[config.mk]
export PLATFORM = sky130hd
export DESIGN_NAME = bnn_fsm
export DESIGN_NICKNAME = d
export VERILOG_FILES = /design/src/rtl/bnn_fsm.sv
export SDC_FILE = /design/constraint.sdc
export NUM_CORES = 1
export LEC_CHECK = 0
export ABC_AREA = 1
export CAP_MARGIN = 40
export CORE_AREA = 8 8 45 47
export CTS_CLUSTER_DIAMETER = 150
export DETAILED_ROUTE_END_ITERATION = 16
export DIE_AREA = 0 0 53 55
export SYNTH_ARGS = -nofsm -noshare
export SYNTH_HDL_FRONTEND = slang
export SYNTH_SLANG_ARGS = --single-unit
[constraint.sdc]
create_clock -name clk -period 1.4 [get_ports clk]
set_input_delay 0.35 -clock clk [delete_from_list [all_inputs] [get_ports clk]]
set_output_delay 0.35 -clock clk [all_outputs]
set_load 0.03 [all_outputs]
[src/rtl/bnn_fsm.sv]
// Top-level sequencing controller for the BNN MNIST accelerator.
// Registered Moore machine stepping image load and the three layer engines.
module bnn_fsm (
  input  logic       clk,
  input  logic       rst_n,
  input  logic       mode,
  input  logic       load_done,
  input  logic       layer_1_done,
  input  logic       layer_2_done,
  input  logic       layer_3_done,
  output logic [2:0] state
);

  localparam int unsigned STATE_W = 3;

  typedef enum logic [STATE_W-1:0] {
    IDLE   = 3'd0,
    LOAD   = 3'd1,
    LAYER1 = 3'd2,
    LAYER2 = 3'd3,
    LAYER3 = 3'd4,
    DONE   = 3'd5
  } state_t;

  state_t state_q;
  state_t state_d;

  // State register; reset is sampled on the clock edge and wins over everything.
  always_ff @(posedge clk) begin
    if (!rst_n) begin
      state_q <= IDLE;
    end else begin
      state_q <= state_d;
    end
  end

  // Next state: dropping mode aborts to IDLE ahead of any done flag, and each
  // flag is only honoured in its own state so the machine moves one step per clock.
  always_comb begin
    state_d = state_q;
    case (state_q)
      IDLE: begin
        if (mode) state_d = LOAD;
      end
      LOAD: begin
        if (!mode)          state_d = IDLE;
        else if (load_done) state_d = LAYER1;
      end
      LAYER1: begin
        if (!mode)             state_d = IDLE;
        else if (layer_1_done) state_d = LAYER2;
      end
      LAYER2: begin
        if (!mode)             state_d = IDLE;
        else if (layer_2_done) state_d = LAYER3;
      end
      LAYER3: begin
        if (!mode)             state_d = IDLE;
        else if (layer_3_done) state_d = DONE;
      end
      DONE: begin
        if (!mode) state_d = IDLE;
      end
      default: state_d = IDLE;
    endcase
  end

  assign state = STATE_W'(state_q);

endmodule

==> impl_metrics.tcl, run 1 <==
set metrics [dict create \
    outcome "finished clean" \
    power_density_nw_per_um2 1390 \
    drive_above_1_share_pct 26.7 \
    die_area_um2 2920 \
    tightest_slew_ns 0.218 \
    slowest_delay_ns 0.45 \
    syn_to_final_growth_pct 57.9 \
    finClkSkew_ns 0.00127 \
    rsz0062_at_grt "false" \
    root_buffer "clkbuf_4" \
    grt_overflow 0 \
    cts_buffers 3 \
    worstPathCellList "clkdlybuf4s50_1 -> nand2_1 -> nand3_1 -> nand3_2 -> nor2_4 -> nand2_1 -> nand2_1 -> nor2_2" \
    start_kind "primary input" \
    grt_max_degree 8 \
    seqCellArea_um2 60.1 \
    hp-start "state[1]" \
    die_height_um 55 \
    timing.fmax_mhz 801 \
    crit_start "layer_3_done" \
    worstPathMaxFanout 4 \
    fin_crit_sh_pct 89.2 \
    peakVddDrop_mv 0.550 \
    ioPinCount 10 \
    avgRoutedWirePerCell_um 8.80 \
    route.detailed.drc 0 \
    cts_tree "built" \
    fp.coreArea_um2 1380 \
    via_per_inst 3.89 \
    fillCellCount 154 \
    worst-path-buf-inv 1 \
    synth_seq_cells 3 \
    switching_power_uw 250 \
    p_int_uw 324 \
    hold_viol 0 \
    first_global_vias 274 \
    ys_warn_count 0 \
    start_util_pct 18.9 \
    cp_top_family "simple AND/OR/NAND/NOR gates" \
    ant_nets 0 \
    slew_headroom_pct 85.5 \
    antenna_found_initial 0 \
    synth_area_per_cell_um2 5.68 \
    synthCells 46 \
    maxCapViolCount 0 \
    layout.nets 68 \
    numClockSinks 3 \
    grt_pass1_wl_mm 1.10 \
    pre_cts_slack_ns -0.210 \
    yosysUniqueCellTypes 12 \
    power_frac_seq_pct 24.8 \
    min_path_type "flip-flop to flip-flop" \
    drtIter0Drc 1 \
    p_clk_share_pct 25.9 \
    die_w_um 53 \
    syn_nets 53 \
    cts_resized 0 \
    hold_buffers 0 \
    vias 296 \
    seq_area_frac_synth_pct 23.0 \
    n_antenna_cell 0 \
    fin_ws_ns 0.151 \
    setup_tns_ns 0 \
    clk_latency_ns 0.23 \
    layout_commonest_cell "nand2_1" \
    clockBufferDepth 2 \
    largest_reg_flops 3 \
    crit_path_top_delay_cell "clkdlybuf4s50_1" \
    firstDrtPassIters 5 \
    clkSlewWorstSetupHoldPaths_ns 0.04 \
    worst_setup_path_end_kind "flip-flop" \
    r2r-start "state[1]" \
    multi_input_area_um2 176 \
    post_cts_buffers 0 \
    h-tree-depth 1 \
    mostFrequentLayoutCells "nand2_1 (10), inv_1 (9), nor2_1 (7)" \
    finalSetupViolations 0 \
    swShare_pct 43.5 \
    routed_wl_um 669 \
    critical_path_class "primary input to flip-flop" \
    port_buffers 9 \
    finalCriticalPeriod_ns 1.25 \
    crit_top_cell "nand2_1" \
    slew_viol_final 0 \
    worstPathRequired_ns 1.52 \
    hpwl_um 546 \
    std_cell_rows 14 \
    syn_area_um2 262 \
    comb_power_share_pct 49.3 \
    place_congestion 0.806 \
    p_leak_uw 0.000234 \
    crit_arrival_ns 1.37 \
    grt_usage_pct 5.23 \
]
power groups by stage:
stage	Sequential, µW	Clock [µW]	Combinational, µW
after floorplan	176	0	148
after global placement	142	0	263
after detailed placement	142	0	263
after CTS	141	154	265
after global routing	147	167	321
final	142	148	283
through the flow:
step | hold slack (ns) | cells | util [%] | area (µm²) | total power [µW]
2_1_floorplan | 0.485 | 46 | - | 262 | 323
3_3_place_gp | 0.578 | 72 | 26.9 | 372 | 405
3_5_place_dp | 0.584 | 72 | 26.9 | 372 | 405
4_1_cts | 0.591 | 76 | 28.8 | 398 | 559
5_1_grt | 0.620 | 76 | 29.8 | 413 | 636
6_report | 0.581 | 76 | 29.8 | 413 | 574
cells by family (layout without fill, tap and decap cells):
family | count (synthesis) | in the layout | synth area share, %
DFF | 3 | 3 | 23.0
and+or+nand+nor | 28 | 28 | 52.2
buffers and inverters | 10 | 24 | 14.4
AOI/OAI and AO/OA | 5 | 5 | 10.5
routing by layer:
metal / vias to the layer above / global-route usage [%] / routed length, µm / part of all wire [%]
li1: 170 / - / - / -
met1: 121 / 5.14 / 285 / 43
met2: 5 / 7.81 / 331 / 49
met3: 0 / 4.28 / 51 / 7.6
met4: 0 / 2.59 / 0 / 0
met5: - / 0 / 0 / 0
worst paths after layout:
| path | endpoint | slack, ns | depth (start not counted) |
|---|---|---|---|
| max | state[1] | 0.15 | 8 |
| min | state[1] | 0.58 | 2 |
| max reg2reg | state[0] | 0.23 | 7 |
| min reg2reg | state[1] | 0.58 | 2 |
layout make-up:
class,instances,area share (%)
well taps,16,4.85
inverters,10,9.09
flip-flops and latches,3,14.5
clock buffers,4,6.36
repair buffers,10,22.4
multi-input cells,33,42.7
synthesized netlist by cell type, drive strengths merged:
library cell	n	area [µm²]
nand3	4	25.0
dfxtp	3	60.1
nand2	11	43.8
o21ai	4	20.0
inv	10	37.5
nor2	12	60.1
o211ai	1	7.51
nand3b	1	7.51
worst register-to-register path, stage by stage, from the launching register on:
cell and delay, ns:
dfxtp_1 0.42, inv_1 0.08, nor2_1 0.16, nand3_2 0.11, nand3_2 0.09, nor2_4 0.05
nor2_1 0.10, nor2_2 0.05
Power figures use the tool's default switching activity.
==> inputs of run 2 (changes only) <==
--- a/config.mk
+++ b/config.mk
@@ -11,6 +11,8 @@
 export CTS_CLUSTER_DIAMETER = 150
 export DETAILED_ROUTE_END_ITERATION = 16
 export DIE_AREA = 0 0 53 55
+export GPL_TIMING_DRIVEN = 0
+export PLACE_DENSITY_LB_ADDON = 0.15
 export SYNTH_ARGS = -nofsm -noshare
 export SYNTH_HDL_FRONTEND = slang
 export SYNTH_SLANG_ARGS = --single-unit
==> run 2 against run 1 <==
  * Hold slack got worse by 0.0049 ns
  * Register-to-register slack barely moved
  * Die area did not move
  * Wire length fell by 4.6%
  * Worst setup slack got worse by 0.11 ns
  * First-iteration DRC count rose to 8.0 times the previous value
  * Cell area fell by 0.30%
  * Combinational power fell by 2%
  * Clock power barely moved
  * Via count rose by 0.68%
  * Core utilization fell by 0.090 points
  * Clock skew rose by 0.00073 ns
  * Critical endpoint is now state[0]
  * Largest power group unchanged
==> impl_metrics.tcl, run 2 (same netlist as run 1, synthesis figures left out) <==
set metrics [dict create \
    worstPathCellList "clkdlybuf4s50_1 -> inv_2 -> nor2_4 -> nand3b_1 -> nand2_2 -> nor2_4 -> nor2_1 -> nor2_2" \
    first_global_vias 263 \
    slew_headroom_pct 85.4 \
    routed_wl_um 638 \
    largest_reg_flops 3 \
    avgRoutedWirePerCell_um 8.51 \
    cts_tree "built" \
    clkSlewWorstSetupHoldPaths_ns 0.03 \
    grt_pass1_wl_mm 1.05 \
    numClockSinks 3 \
    route.detailed.drc 0 \
    p_clk_share_pct 25.8 \
    via_per_inst 3.97 \
    std_cell_rows 14 \
    slowest_delay_ns 0.52 \
    antenna_found_initial 0 \
    mostFrequentLayoutCells "nand2_1 (10), inv_1 (9), nor2_1 (8)" \
    root_buffer "clkbuf_4" \
    syn_to_final_growth_pct 57.4 \
    ioPinCount 10 \
    hpwl_um 542 \
    pre_cts_slack_ns -0.217 \
    comb_power_share_pct 49.3 \
    worstPathRequired_ns 1.52 \
    p_total_uw 562 \
    timing.fmax_mhz 735 \
    outcome "finished clean" \
    power_density_nw_per_um2 1370 \
    drive_above_1_share_pct 23.7 \
    maxCapViolCount 0 \
    crit_top_cell "nor2_4" \
    h-tree-depth 1 \
    place_congestion 0.704 \
    critical_path_class "primary input to flip-flop" \
    layout_commonest_cell "nand2_1" \
    instances_no_fill 75 \
    n_antenna_cell 0 \
    worstPathMaxFanout 4 \
    rsz0062_at_grt "false" \
    start_util_pct 18.9 \
    ant_nets 0 \
    p_leak_uw 0.000217 \
    whs_ns 0.576 \
    die_w_um 53 \
    power_frac_seq_pct 25.0 \
    peakVddDrop_mv 0.431 \
    switching_power_uw 238 \
    fin_ws_ns 0.0390 \
    slew_viol_final 0 \
    grt_max_degree 8 \
    firstDrtPassIters 4 \
    hold_buffers 0 \
    dp_cells 71 \
    vias 298 \
    drtIter0Drc 8 \
    min_path_type "flip-flop to flip-flop" \
    tightest_slew_ns 0.219 \
    finClkSkew_ns 0.00200 \
    clk_latency_ns 0.23 \
    swShare_pct 42.4 \
    crit_path_top_delay_cell "clkdlybuf4s50_1" \
    clockBufferDepth 2 \
    grt_overflow 0 \
    grt_usage_pct 5.18 \
    hold_viol 0 \
    port_buffers 9 \
    cts_buffers 3 \
    crit_arrival_ns 1.48 \
    die_area_um2 2920 \
    layout.nets 67 \
    p_int_uw 324 \
    setup_tns_ns 0 \
    fp.coreArea_um2 1380 \
    finalCriticalPeriod_ns 1.36 \
    worst_setup_path_end_kind "flip-flop" \
    finalSetupViolations 0 \
    fin_crit_sh_pct 97.2 \
    start_kind "primary input" \
    die_height_um 55 \
]
## run 2: worst max-delay path: cells and delay by family
family / cells / cell delay [ns]
buffers and inverters: 2 / 0.59
and+or+nand+nor: 6 / 0.54
## run 2: power by group through the flow
stage          Combinational [µW]  Clock [µW]  Sequential, µW
2_1_floorplan                 148           0             176
3_3_place_gp                  276           0             145
3_5_place_dp                  269           0             142
4_1_cts                       266         154             142
5_1_grt                       301         172             146
6_report                      277         145             140
## run 2: repair_timing
item                                    4_1_cts  5_1_grt
endpoints found under the setup margin        3        3
resized for setup                             9        3
gates cloned                                  0        0
setup buffers                                 0        0
hold endpoints to repair                      0        0
## run 2: path summary, 6_finish.rpt
kind / from / to / slack (ns) / cells past startpoint
setup / recovery: mode / state[0] / 0.04 / 8
hold / removal: state[1] / state[1] / 0.58 / 2
setup reg to reg: state[0] / state[0] / 0.24 / 7
hold reg to reg: state[1] / state[1] / 0.58 / 2
## run 2: layer usage
metal,vias up,global-route usage [%],wire length [µm],share of wire (%)
met5,-,0,0,0
li1,167,-,-,-
met4,0,3.88,0,0
met1,126,4.99,279,44
met2,5,7.81,322,50
met3,0,3.48,35,5.5
## run 2: per-stage QoR
step                util (%)  instance area [µm²]
finish                  29.7                  412
global route            29.7                  412
CTS                     29.0                  402
detailed placement      26.9                  372
global placement        26.9                  372
floorplan                  -                  262
## run 2: cell type report
class | count | area (µm²)
tap | 16 | 20.0
fill | 171 | 972
timing repair buffer | 9 | 93.8
multi-input combinational | 33 | 174
sequential | 3 | 60.1
clock buffer | 4 | 26.3
inverter | 10 | 37.5
==> inputs of run 3 (changes only) <==
--- a/config.mk
+++ b/config.mk
@@ -6,6 +6,7 @@
 export NUM_CORES = 1
 export LEC_CHECK = 0
 export ABC_AREA = 1
+export ABC_CLOCK_PERIOD_IN_PS = 1400
 export CAP_MARGIN = 40
 export CORE_AREA = 8 8 45 47
 export CTS_CLUSTER_DIAMETER = 150
==> results of run 3 <==
No change in the layout: final DEF, timing and power equal those of run 2.
